## src/rtl/uart_tx_fifo.sv

```systemverilog
// uart_tx_fifo: byte FIFO feeding an 11-bit UART serialiser (start, D7..D0, spare/parity, stop).
// Define UART_TX_PARITY_EN to carry even parity in the spare slot; otherwise the slot is a second stop bit.
module uart_tx_fifo #(
  parameter int CLKS_PER_BIT = 8,
  parameter int DEPTH = 4
) (
  input  logic       clk,
  input  logic       rst,
  input  logic       wr,
  input  logic [7:0] data_in,
  output logic       Tx,
  output logic       busy,
  output logic       full,
  output logic       empty,
  output logic       overflow
);
  localparam int AW = $clog2(DEPTH);
  localparam int CW = AW + 1;
  localparam int BW = $clog2(CLKS_PER_BIT);
  typedef enum logic [2:0] {IDLE, START, DATA, PARITY, STOP} state_t;
  state_t state;
  logic [7:0] mem [DEPTH];
  logic [AW-1:0] wptr, rptr;
  logic [CW-1:0] count, count_nxt;
  logic [BW-1:0] baud;
  logic [2:0] bit_cnt;
  logic [7:0] sh;
  logic par, head_par, push, pop, baud_last;
  always_comb begin
    push = wr && !full;
    baud_last = baud == BW'(CLKS_PER_BIT - 1);
    pop = !empty && (state == IDLE || (state == STOP && baud_last));
    count_nxt = count + CW'(push) - CW'(pop);
`ifdef UART_TX_PARITY_EN
    head_par = ^mem[rptr];
`else
    head_par = 1'b1;
`endif
  end
  always_ff @(posedge clk)
    if (push) mem[wptr] <= data_in;
  // A pop always starts a frame, whether from IDLE or back-to-back from the last STOP cycle.
  always_ff @(posedge clk) begin
    if (!rst) begin
      state <= IDLE;
      Tx <= 1'b1;
      busy <= 1'b0;
      wptr <= '0;
      rptr <= '0;
      count <= '0;
      full <= 1'b0;
      empty <= 1'b1;
      overflow <= 1'b0;
      baud <= '0;
      bit_cnt <= '0;
      sh <= '0;
      par <= 1'b1;
    end else begin
      if (push) wptr <= wptr + 1'b1;
      if (pop) rptr <= rptr + 1'b1;
      if (wr && full) overflow <= 1'b1;
      count <= count_nxt;
      full <= count_nxt == CW'(DEPTH);
      empty <= count_nxt == '0;
      if (pop) begin
        sh <= mem[rptr];
        par <= head_par;
        Tx <= 1'b0;
        busy <= 1'b1;
        baud <= '0;
        state <= START;
      end else if (state != IDLE) begin
        baud <= baud_last ? '0 : baud + 1'b1;
        if (baud_last)
          case (state)
            START: begin
              state <= DATA;
              Tx <= sh[7];
              bit_cnt <= '0;
            end
            DATA: begin
              if (bit_cnt == 3'd7) begin
                state <= PARITY;
                Tx <= par;
              end else begin
                bit_cnt <= bit_cnt + 3'd1;
                sh <= sh << 1;
                Tx <= sh[6];
              end
            end
            PARITY: begin
              state <= STOP;
              Tx <= 1'b1;
            end
            default: begin
              state <= IDLE;
              busy <= 1'b0;
              Tx <= 1'b1;
            end
          endcase
      end
    end
  end
endmodule
```

## config.mk

```make
export PLATFORM = sky130hd
export DESIGN_NAME = uart_tx_fifo
export DESIGN_NICKNAME = d
export VERILOG_FILES = /design/src/rtl/uart_tx_fifo.sv
export SDC_FILE = /design/constraint.sdc
export NUM_CORES = 1
export LEC_CHECK = 0
export ABC_AREA = 1
export CAP_MARGIN = 20
export CORE_ASPECT_RATIO = 1.75
export CORE_UTILIZATION = 40
export CTS_BUF_LIST = sky130_fd_sc_hd__clkbuf_16
export CTS_CLUSTER_SIZE = 20
export DETAILED_ROUTE_END_ITERATION = 10
export PLACE_DENSITY = 0.6
export REMOVE_ABC_BUFFERS = 1
export SETUP_SLACK_MARGIN = 0.1
export SYNTH_ARGS = -nofsm -noshare
export SYNTH_HDL_FRONTEND = slang
export SYNTH_SLANG_ARGS = --single-unit
```

## constraint.sdc

```tcl
create_clock -name clk -period 3.64 [get_ports clk]
set_input_delay 0.546 -clock clk [delete_from_list [all_inputs] [get_ports clk]]
set_output_delay 0.546 -clock clk [all_outputs]
set_load 0.01 [all_outputs]
```

==> flow_metrics.tcl <==
set metrics [dict create \
    nets 352 \
    wl_um 5180 \
    finalHoldViolCount 0 \
    synth_compound_area_frac 0.0563 \
    synth-main-ff-cell "edfxtp_1" \
    synth_xor_area_frac 0.00917 \
    postCtsSetupBuffers 0 \
    ctsHtreeMaxLevel 3 \
    reg2reg_from "baud[0]$_SDFFE_PP0P_" \
    cp_slowest_stage_delay_ns 0.41 \
    synth-edff-count 32 \
    skew_ns 0.00325 \
    wl_per_cell_um 12.4 \
    status "complete, no violations" \
    synth_simple_gate_area_frac 0.266 \
    grt_pass1_wl_um 9060 \
    post-synth-top-count-cell "nand2_1" \
    syn_area_mm2 0.00287 \
    cts_buffer_depth 2 \
    fin_crit_sh 0.801 \
    cap_violations 0 \
    min_path_cells 2 \
    ant_nets 0 \
    synth_adder_area_share 0.0506 \
    layout-drive-gt1-share 0.134 \
    grt_max_degree 18 \
    cp-start-kind "register" \
    max-vdd-ir-drop_mv 0.410 \
    io-pin-count 16 \
    ys_ff_latch 63 \
    drc_errors 0 \
    syn_inst 311 \
    synth_commonest_cells "77 x nand2_1, 32 x edfxtp_1, 31 x dfxtp_1, 29 x nor2_1, 28 x inv_1" \
    clkSlewWorstSetupHoldPaths_ns 0.05 \
    antenna_found_initial 0 \
    max_freq_mhz 343 \
    netlist_top_cells_area "edfxtp_1 34%, dfxtp_1 22%, nand2_1 10%" \
    syn_area_per_cell_um2 9.22 \
    io_buffers 15 \
    grt_pass1_vias 1980 \
    cts_buffers 9 \
    synth_top_family_by_area "simple AND/OR/NAND/NOR gates" \
    leakage_nw 1.40 \
    dieArea_mm2 0.00752 \
    async_reset_ff_frac 0 \
    clock_latency_ns 0.32 \
    cp_max_fo 11 \
    worst_pin_slew_ns 0.809 \
    rsz0062_at_grt "false" \
    die_h_um 114 \
    muxShareOfSynthArea 0 \
    cts_tree "yes" \
    p_per_area_mw_per_mm2 787 \
    pre_cts_ws_ns 0.678 \
    synth_cell_types 26 \
    yosysTopAreaCell "edfxtp_1" \
    track_usage 0.165 \
    cp_common_cell "ha_1" \
    clock_sinks 63 \
    die_w_um 66.0 \
    root_buffer "clkbuf_16" \
    vias 1944 \
    grt-ovfl-total 0 \
    hold_start "sh[0]$_SDFFE_PN0P_" \
    dpl.hpwl_um 3800 \
    synth_warnings 0 \
    postCtsResizedCells 0 \
    synthToLayoutAreaGrowth_pct 15.9 \
    cp-end-kind "register" \
    layout_setup_ws_ns 0.724 \
    coreArea_mm2 0.00691 \
    setup_violations 0 \
    path_cells "ha_1, ha_1, inv_2, nand2_2, nand2_2, nor2_4, ha_1, inv_1, ha_1, inv_1, fa_1, xor2_1, nand2_1, nand2_1, nor2_1, a21oi_1" \
    relSlewSlack 0.459 \
    num_rows 40 \
    start_util 0.415 \
    instances_no_fill 419 \
    cp-startpoint "baud[0]$_SDFFE_PP0P_" \
    worst-endpoint-arrival_ns 3.12 \
    slowest_stage "fa_1" \
    place.gp.congestion 0.784 \
    reg2regPathDepth 16 \
    yosysSeqAreaShare 0.552 \
    synth_top_area_frac 0.335 \
    dr.pass1.iters 4 \
    antenna_cells 0 \
    hold_buffers 0 \
    final.setup.tns_ns 0 \
    totalPowerFinal_mw 2.62 \
    worst-setup-path-type "reg2reg" \
    slew_viol_final 0 \
    avgViaCountPerCell 4.64 \
    min_path_type "reg2reg" \
    drt-initial-drc-count 95 \
    required_ns 3.85 \
    placed_cells 403 \
    fin_crit_ns 2.92 \
]
-- metrics by stage --
step	utilization	instance area [um^2]	hold WS (ns)
floorplan	-	2810	0.439
global placement	0.445	3070	0.454
detailed placement	0.445	3070	0.456
CTS	0.481	3320	0.462
global route	0.481	3320	0.496
finish	0.481	3320	0.459
-- cells by family (layout without fill, tap and decap cells) --
kind of cell / Yosys count / in the layout
simple gates: 161 / 161
fa+ha+maj: 11 / 11
buf+inv: 43 / 67
xor+xnor: 3 / 3
compound gates: 30 / 30
flops: 63 / 63
-- state kept, by name, summed over array words and instances, names as in the netlist, named ones only --
| register | cells |
|---|---|
| overflow | 1 |
| baud | 3 |
| empty | 1 |
| wptr | 2 |
| mem | 32 |
| full | 1 |
| rptr | 2 |
| count | 3 |
| busy | 1 |
| sh | 8 |
| bit_cnt | 3 |
| Tx | 1 |
| state | 3 |
-- final timing paths --
check	to	slack, ns
worst max-delay path	empty$_SDFF_PN1_	0.72
worst min-delay path	sh[0]$_SDFFE_PN0P_	0.46
worst max register to register	empty$_SDFF_PN1_	0.72
worst min register to register	sh[0]$_SDFFE_PN0P_	0.46
-- cells in the final DEF, fill, tap and decap left out, drive strengths merged --
cell,synthesis,routed
fa,1,1
inv,33,37
a21oi,22,22
xor2,1,1
clkinv,2,5
a211oi,1,1
clkbuf,0,9
nand2,91,91
dfxtp,31,31
edfxtp,32,32
o21ai,7,7
clkdlybuf4s50,0,15
nand4,3,3
ha,10,10
xnor2,2,2
nor3,2,2
nor2,39,39
nand3,26,26
buf,8,1
-- area by class of cell --
type,count,area [um^2]
flip-flops and latches,63,1580
fillers,681,3580
clock inverters,7,27.5
repair buffers,16,158
clock buffers,9,225
well taps,84,105
inverters,35,131
multi-input cells,205,1090
-- where the power goes --
group | internal [mW] | leakage, nW | switching [mW]
Clock | 0.443 | 0.139 | 0.276
Sequential | 0.900 | 0.548 | 0.107
Combinational | 0.332 | 0.708 | 0.558
Total | 1.67 | 1.40 | 0.942
-- worst max-delay path, delay by kind of cell (launching register included) --
kind / cells / cell delay (ns)
fa+ha+maj: 5 / 1.35
flops: 1 / 0.36
buf+inv: 3 / 0.18
simple gates: 6 / 0.68
xor+xnor: 1 / 0.16
compound gates: 1 / 0.06
-- layer usage --
metal | vias to the layer above | share of wire | track usage
li1 | 1049 | - | -
met1 | 864 | 0.39 | 0.161
met2 | 23 | 0.55 | 0.298
met3 | 8 | 0.032 | 0.0540
met4 | 0 | 0.023 | 0.0851
met5 | - | 0 | 0
No activity file was read; power rests on OpenSTA's default activity.
==> edit 1 (same flow settings) <==
Set the parameter `DEPTH` to 2 (it was 4).
--- a/src/rtl/uart_tx_fifo.sv
+++ b/src/rtl/uart_tx_fifo.sv
@@ -3,5 +3,5 @@
 module uart_tx_fifo #(
   parameter int CLKS_PER_BIT = 8,
-  parameter int DEPTH = 4
+  parameter int DEPTH = 2
 ) (
   input  logic       clk,
Function: changed (a bounded check fails within 4 cycles, from zero or initial values and one cycle with rst low).
==> edit 1 against the unedited design <==
  * Die area is 29% lower
  * Final cell count is 27% lower
  * Largest power group unchanged
  * Total power is 38% lower
  * Worst hold slack better by 0.0073 ns
  * Wire length is 36% lower
  * Critical endpoint unchanged
  * Design area is 30% lower
  * First-iteration DRC count is 69% lower
  * Fmax is 33% higher
  * Clock power is 35% lower
  * Non-clock buffer count stayed put
  * Area after synthesis is 30% lower
  * Worst setup slack better by 0.72 ns
  * Sequential cell count is 20 lower
==> edit 1: results (changes against the unedited design) <==
Min Hold Slack 0.466 ns (was 0.459 ns); Clock Latency Late Sink 0.28 ns (was 0.32 ns); flop-to-flop setup slack 1.45 ns (was 0.72 ns); Slowest-stage cell, CP dfxtp_1 (was fa_1); Final Skew 0.00906 ns (was 0.00325 ns); Total Routing Usage GR 14.2% (was 16.5%); Compound-Gate Fraction of Synth Area 7.25% (was 5.63%); Ys Warns 0 (unchanged); R2R Path Start baud[1]$_SDFFE_PP0P_ (was baud[0]$_SDFFE_PP0P_); H-tree Lvls 2 (was 3); number of global-route vias before repair 1448 (was 1980); status finished clean (unchanged); share of cells above drive strength 1 16.7% (was 13.4%); max-slew violations 0 (unchanged); Worst R2R End empty$_SDFF_PN1_ (unchanged); post-synthesis mux area share 0% (unchanged); crit path DAT 2.36 ns (was 3.12 ns); first-pass GRT wire length 5.89 mm (was 9.06 mm); Reg clk slew, reported paths ~0.060 ns; port buffer count 15 (unchanged); initial drt markers 29 (was 95); Critical Path Max Stage Delay 0.34 ns (was 0.41 ns); Hold Startpoint rptr$_SDFFE_PN0P_ (was sh[0]$_SDFFE_PN0P_); Commonest cells post-synth nand2_1 (60), inv_1 (30), dfxtp_1 (27), edfxtp_1 (16), nor2_1 (14) (was nand2_1 (77), edfxtp_1 (32), dfxtp_1 (31), nor2_1 (29), inv_1 (28)); hpwl dp 2.41 mm (was 3.80 mm); Synth cell types 26 (unchanged); root buffer cell clkbuf_16 (unchanged); Fill cells 465 (was 681); Post-CTS Resized 0 (unchanged); vias per cell 4.69 (was 4.64); post-CTS setup buffer count 0 (unchanged); initial antenna violation count 0 (unchanged); number of buffers created by CTS 5 (was 9); register area share after synthesis 50.6% (was 55.2%); Post-Synth XOR/XNOR Area 0.434% (was 0.917%); worst min path class flip-flop to flip-flop (unchanged); Final Wtd Congestion 0.831 (was 0.784); peak supply drop 0.411 mV (was 0.410 mV); cell family with most CP delay simple AND/OR/NAND/NOR gates (was adder cells); largest net degree at the start of global routing 17 (was 18); Async SR Flop Fraction 0% (unchanged); adder-cell area share of the yosys netlist 3.10% (was 5.06%); Synth area leaders dfxtp_1 (27%), edfxtp_1 (24%), nand2_1 (11%) (was edfxtp_1 (34%), dfxtp_1 (22%), nand2_1 (10%)); WL/cell 10.9 um (was 12.4 um); TritonRoute pass-1 iters 4 (unchanged); Primary FF master, synth dfxtp_1 (was edfxtp_1); worst-path fanout max 14 (was 11); Leak 0.00103 uW (was 0.00140 uW); Regs by FF count mem (16), sh (8) (was mem (32), sh (8)); hold depth 1 (was 2); relative slew slack 54.3% (was 45.9%); Die Width 55.7 um (was 66.0 um); reg2reg path depth 15 (was 16); antenna cell count 0 (unchanged); Layout Nets 267 (was 352); clock buffer depth 2 (unchanged); Hold Path Sink rptr$_SDFFE_PN0P_ (was sh[0]$_SDFFE_PN0P_); Post-synth EDFFs 16 (was 32)
## edit 1: worst max path at each step
stage	startpoint	to	slack (ns)	depth (start not counted)
floorplan	baud[0]$_SDFFE_PP0P_	empty$_SDFF_PN1_	1.69	15
global placement	wr	mem[1][3]$_DFFE_PP_	1.38	5
detailed placement	wr	empty$_SDFF_PN1_	1.32	13
CTS	baud[1]$_SDFFE_PP0P_	empty$_SDFF_PN1_	1.41	15
global route	baud[1]$_SDFFE_PP0P_	empty$_SDFF_PN1_	1.19	15
finish	baud[1]$_SDFFE_PP0P_	empty$_SDFF_PN1_	1.45	15
## edit 1: where the power goes
part	internal, uW	leakage [uW]	total (uW)	switching (uW)
clock	293	0.0000794	466	173
sequential	603	0.000370	666	63.5
combinational	184	0.000585	476	293
total	1080	0.00103	1610	530
## edit 1: cells by family (layout without fill, tap and decap cells)
logic type / count (synthesis) / in the layout
AND/OR/NAND/NOR: 118 / 118
XOR/XNOR: 1 / 1
buffers and inverters: 38 / 57
adder cells (fa/ha/maj): 5 / 5
flip-flops: 43 / 43
AO/OA/AOI/OAI: 28 / 28
## edit 1: final cells by class
type | instances | area share (%)
tap | 52 | 2.79
clock inverter | 2 | 0.482
multi-input combinational | 152 | 34.3
timing repair buffer | 16 | 6.75
inverter | 33 | 5.52
clock buffer | 6 | 6.43
sequential | 43 | 43.7
## edit 1: layer usage
layer | vias up | track usage, % | wire length, um
li1 | 769 | - | -
met1 | 634 | 13.4 | 1320
met2 | 18 | 28.2 | 1840
met3 | 4 | 2.82 | 79
met4 | 0 | 7.29 | 62
met5 | - | 0 | 0
## edit 1: metrics by stage
step	worst slack (ns)	std cells	cell area, um2
after floorplan	1.69	228	1950
after global routing	1.19	304	2340
final	1.45	304	2340
after detailed placement	1.32	296	2170
after CTS	1.41	304	2340
after global placement	1.38	296	2170
==> edit 2 (config.mk and constraints unchanged) <==
Made on the original files. Encoding of `state_t`: now one-hot (5 bits for 5 states).
--- a/src/rtl/uart_tx_fifo.sv
+++ b/src/rtl/uart_tx_fifo.sv
@@ -18,5 +18,5 @@
   localparam int CW = AW + 1;
   localparam int BW = $clog2(CLKS_PER_BIT);
-  typedef enum logic [2:0] {IDLE, START, DATA, PARITY, STOP} state_t;
+  typedef enum logic [4:0] {IDLE = 5'b00001, START = 5'b00010, DATA = 5'b00100, PARITY = 5'b01000, STOP = 5'b10000} state_t;
   state_t state;
   logic [7:0] mem [DEPTH];
Check against the original RTL: no difference found for any inputs over 10 cycles, from zero or initial values and one cycle with rst low; not proved beyond that.
==> edit 2 against the unedited design <==
  * Count of clock-buffer cells in the layout unchanged
  * Fmax decreased by 1.7%
  * Sequential cell count increased by 2
  * Area after synthesis increased by 6.0%
  * Wire length increased by 12%
  * Worst setup slack got worse by 0.049 ns
  * Total power increased by 5.3%
  * Design area increased by 6.4%
  * Critical endpoint unchanged
==> edit 2: results (changes against the unedited design) <==
hpwl dp 4.19 mm (was 3.80 mm); WL met1 2.32 mm (was 2.03 mm); number of global-route vias before repair 2143 (was 1980); peak supply drop 0.561 mV (was 0.410 mV); Final non-clock buffer share 4.46% (was 4.74%); number of multi-input logic gates 218 (was 205); Synth area leaders edfxtp_1 (32%), dfxtp_1 (22%), nand2_1 (11%) (was edfxtp_1 (34%), dfxtp_1 (22%), nand2_1 (10%)); initial drt markers 72 (was 95); Cells after Synth 356 (was 311); GR Util met2 30.2% (was 29.8%); Hold Startpoint bit_cnt[2]$_SDFFE_PN0P_ (was sh[0]$_SDFFE_PN0P_); Leak 0.00159 uW (was 0.00140 uW); Placed Area 0.00325 mm2 (was 0.00307 mm2); Cells after DPL 449 (was 403); Post-Synth XOR/XNOR Area 0.865% (was 0.917%); Final Wtd Congestion 0.861 (was 0.784); Fill cells 706 (was 681); Layout Nets 396 (was 352); clk cell area share 8.10% (was 7.61%); register area share after synthesis 53.4% (was 55.2%); Post-synth EDFFs 32 (unchanged); Primary FF master, synth dfxtp_1 (was edfxtp_1); H-tree Lvls 3 (unchanged); full die area 0.00796 mm2 (was 0.00752 mm2); crit path DAT 3.23 ns (was 3.12 ns); worst-path fanout max 8 (was 11); Final Non-Filler Cells 465 (was 419); P&R area growth vs syn 16.4% (was 15.9%); Compound-Gate Fraction of Synth Area 5.31% (was 5.63%); fraction of area in registers 45.9% (was 47.6%); vias per cell 4.82 (was 4.64); adder-cell area share of the yosys netlist 4.78% (was 5.06%); Sink Count 65 (was 63); first-pass GRT wire length 9.78 mm (was 9.06 mm); Synth cell types 28 (was 26); initial core utilization 41.7% (was 41.5%); reg2reg path depth 15 (was 16); Min Hold Slack 0.464 ns (was 0.459 ns); Regs by FF count mem (32), sh (8), state (5) (was mem (32), sh (8)); status finished clean (unchanged); footprint of the multi-input gates 0.00112 mm2 (was 0.00109 mm2); Final Skew 0.00643 ns (was 0.00325 ns); met2 WL 3.11 mm (was 2.86 mm); largest net degree at the start of global routing 26 (was 18); WL/cell 12.5 um (was 12.4 um); Non-clk invs 64 (was 35); share of cells above drive strength 1 9.50% (was 13.4%); met3 usage 5.43% (was 5.40%); Routed met3 length 174 um (was 168 um); dpl ws 0.708 ns (was 0.678 ns); Total Routing Usage GR 17.3% (was 16.5%); Ys Warns 0 (unchanged); initial antenna violation count 0 (unchanged); root buffer cell clkbuf_16 (unchanged); relative slew slack 46.7% (was 45.9%); Global Route met1 Usage 17.2% (was 16.1%); Commonest cells post-synth nand2_1 (86), inv_1 (59), nor2_1 (36), dfxtp_1 (33), edfxtp_1 (32) (was nand2_1 (77), edfxtp_1 (32), dfxtp_1 (31), nor2_1 (29), inv_1 (28)); flop-to-flop setup slack 0.67 ns (was 0.72 ns)
-- edit 2: changes by cell type after synthesis, sizes merged, moves of 2 or more --
cell	delta
nand3	+10
a21oi	-4
inv	+29
clkbuf	+3
o21ai	+4
buf	-2
nand4	+2
dfxtp	+2
-- edit 2: worst max path at each step --
| stage | end | depth (start not counted) | slack (ns) |
|---|---|---|---|
| after detailed placement | empty$_SDFF_PN1_ | 13 | 0.71 |
| after global placement | empty$_SDFF_PN1_ | 13 | 0.76 |
| final | empty$_SDFF_PN1_ | 15 | 0.67 |
| after global routing | empty$_SDFF_PN1_ | 15 | 0.39 |
| after floorplan | empty$_SDFF_PN1_ | 15 | 1.05 |
| after CTS | empty$_SDFF_PN1_ | 15 | 0.68 |
-- edit 2: report_power, final --
group          internal, uW  leakage (uW)  switching [uW]  total, uW
clock network           522      0.000144             308        830
logic                   333      0.000884             537        870
registers               942      0.000564             115       1060
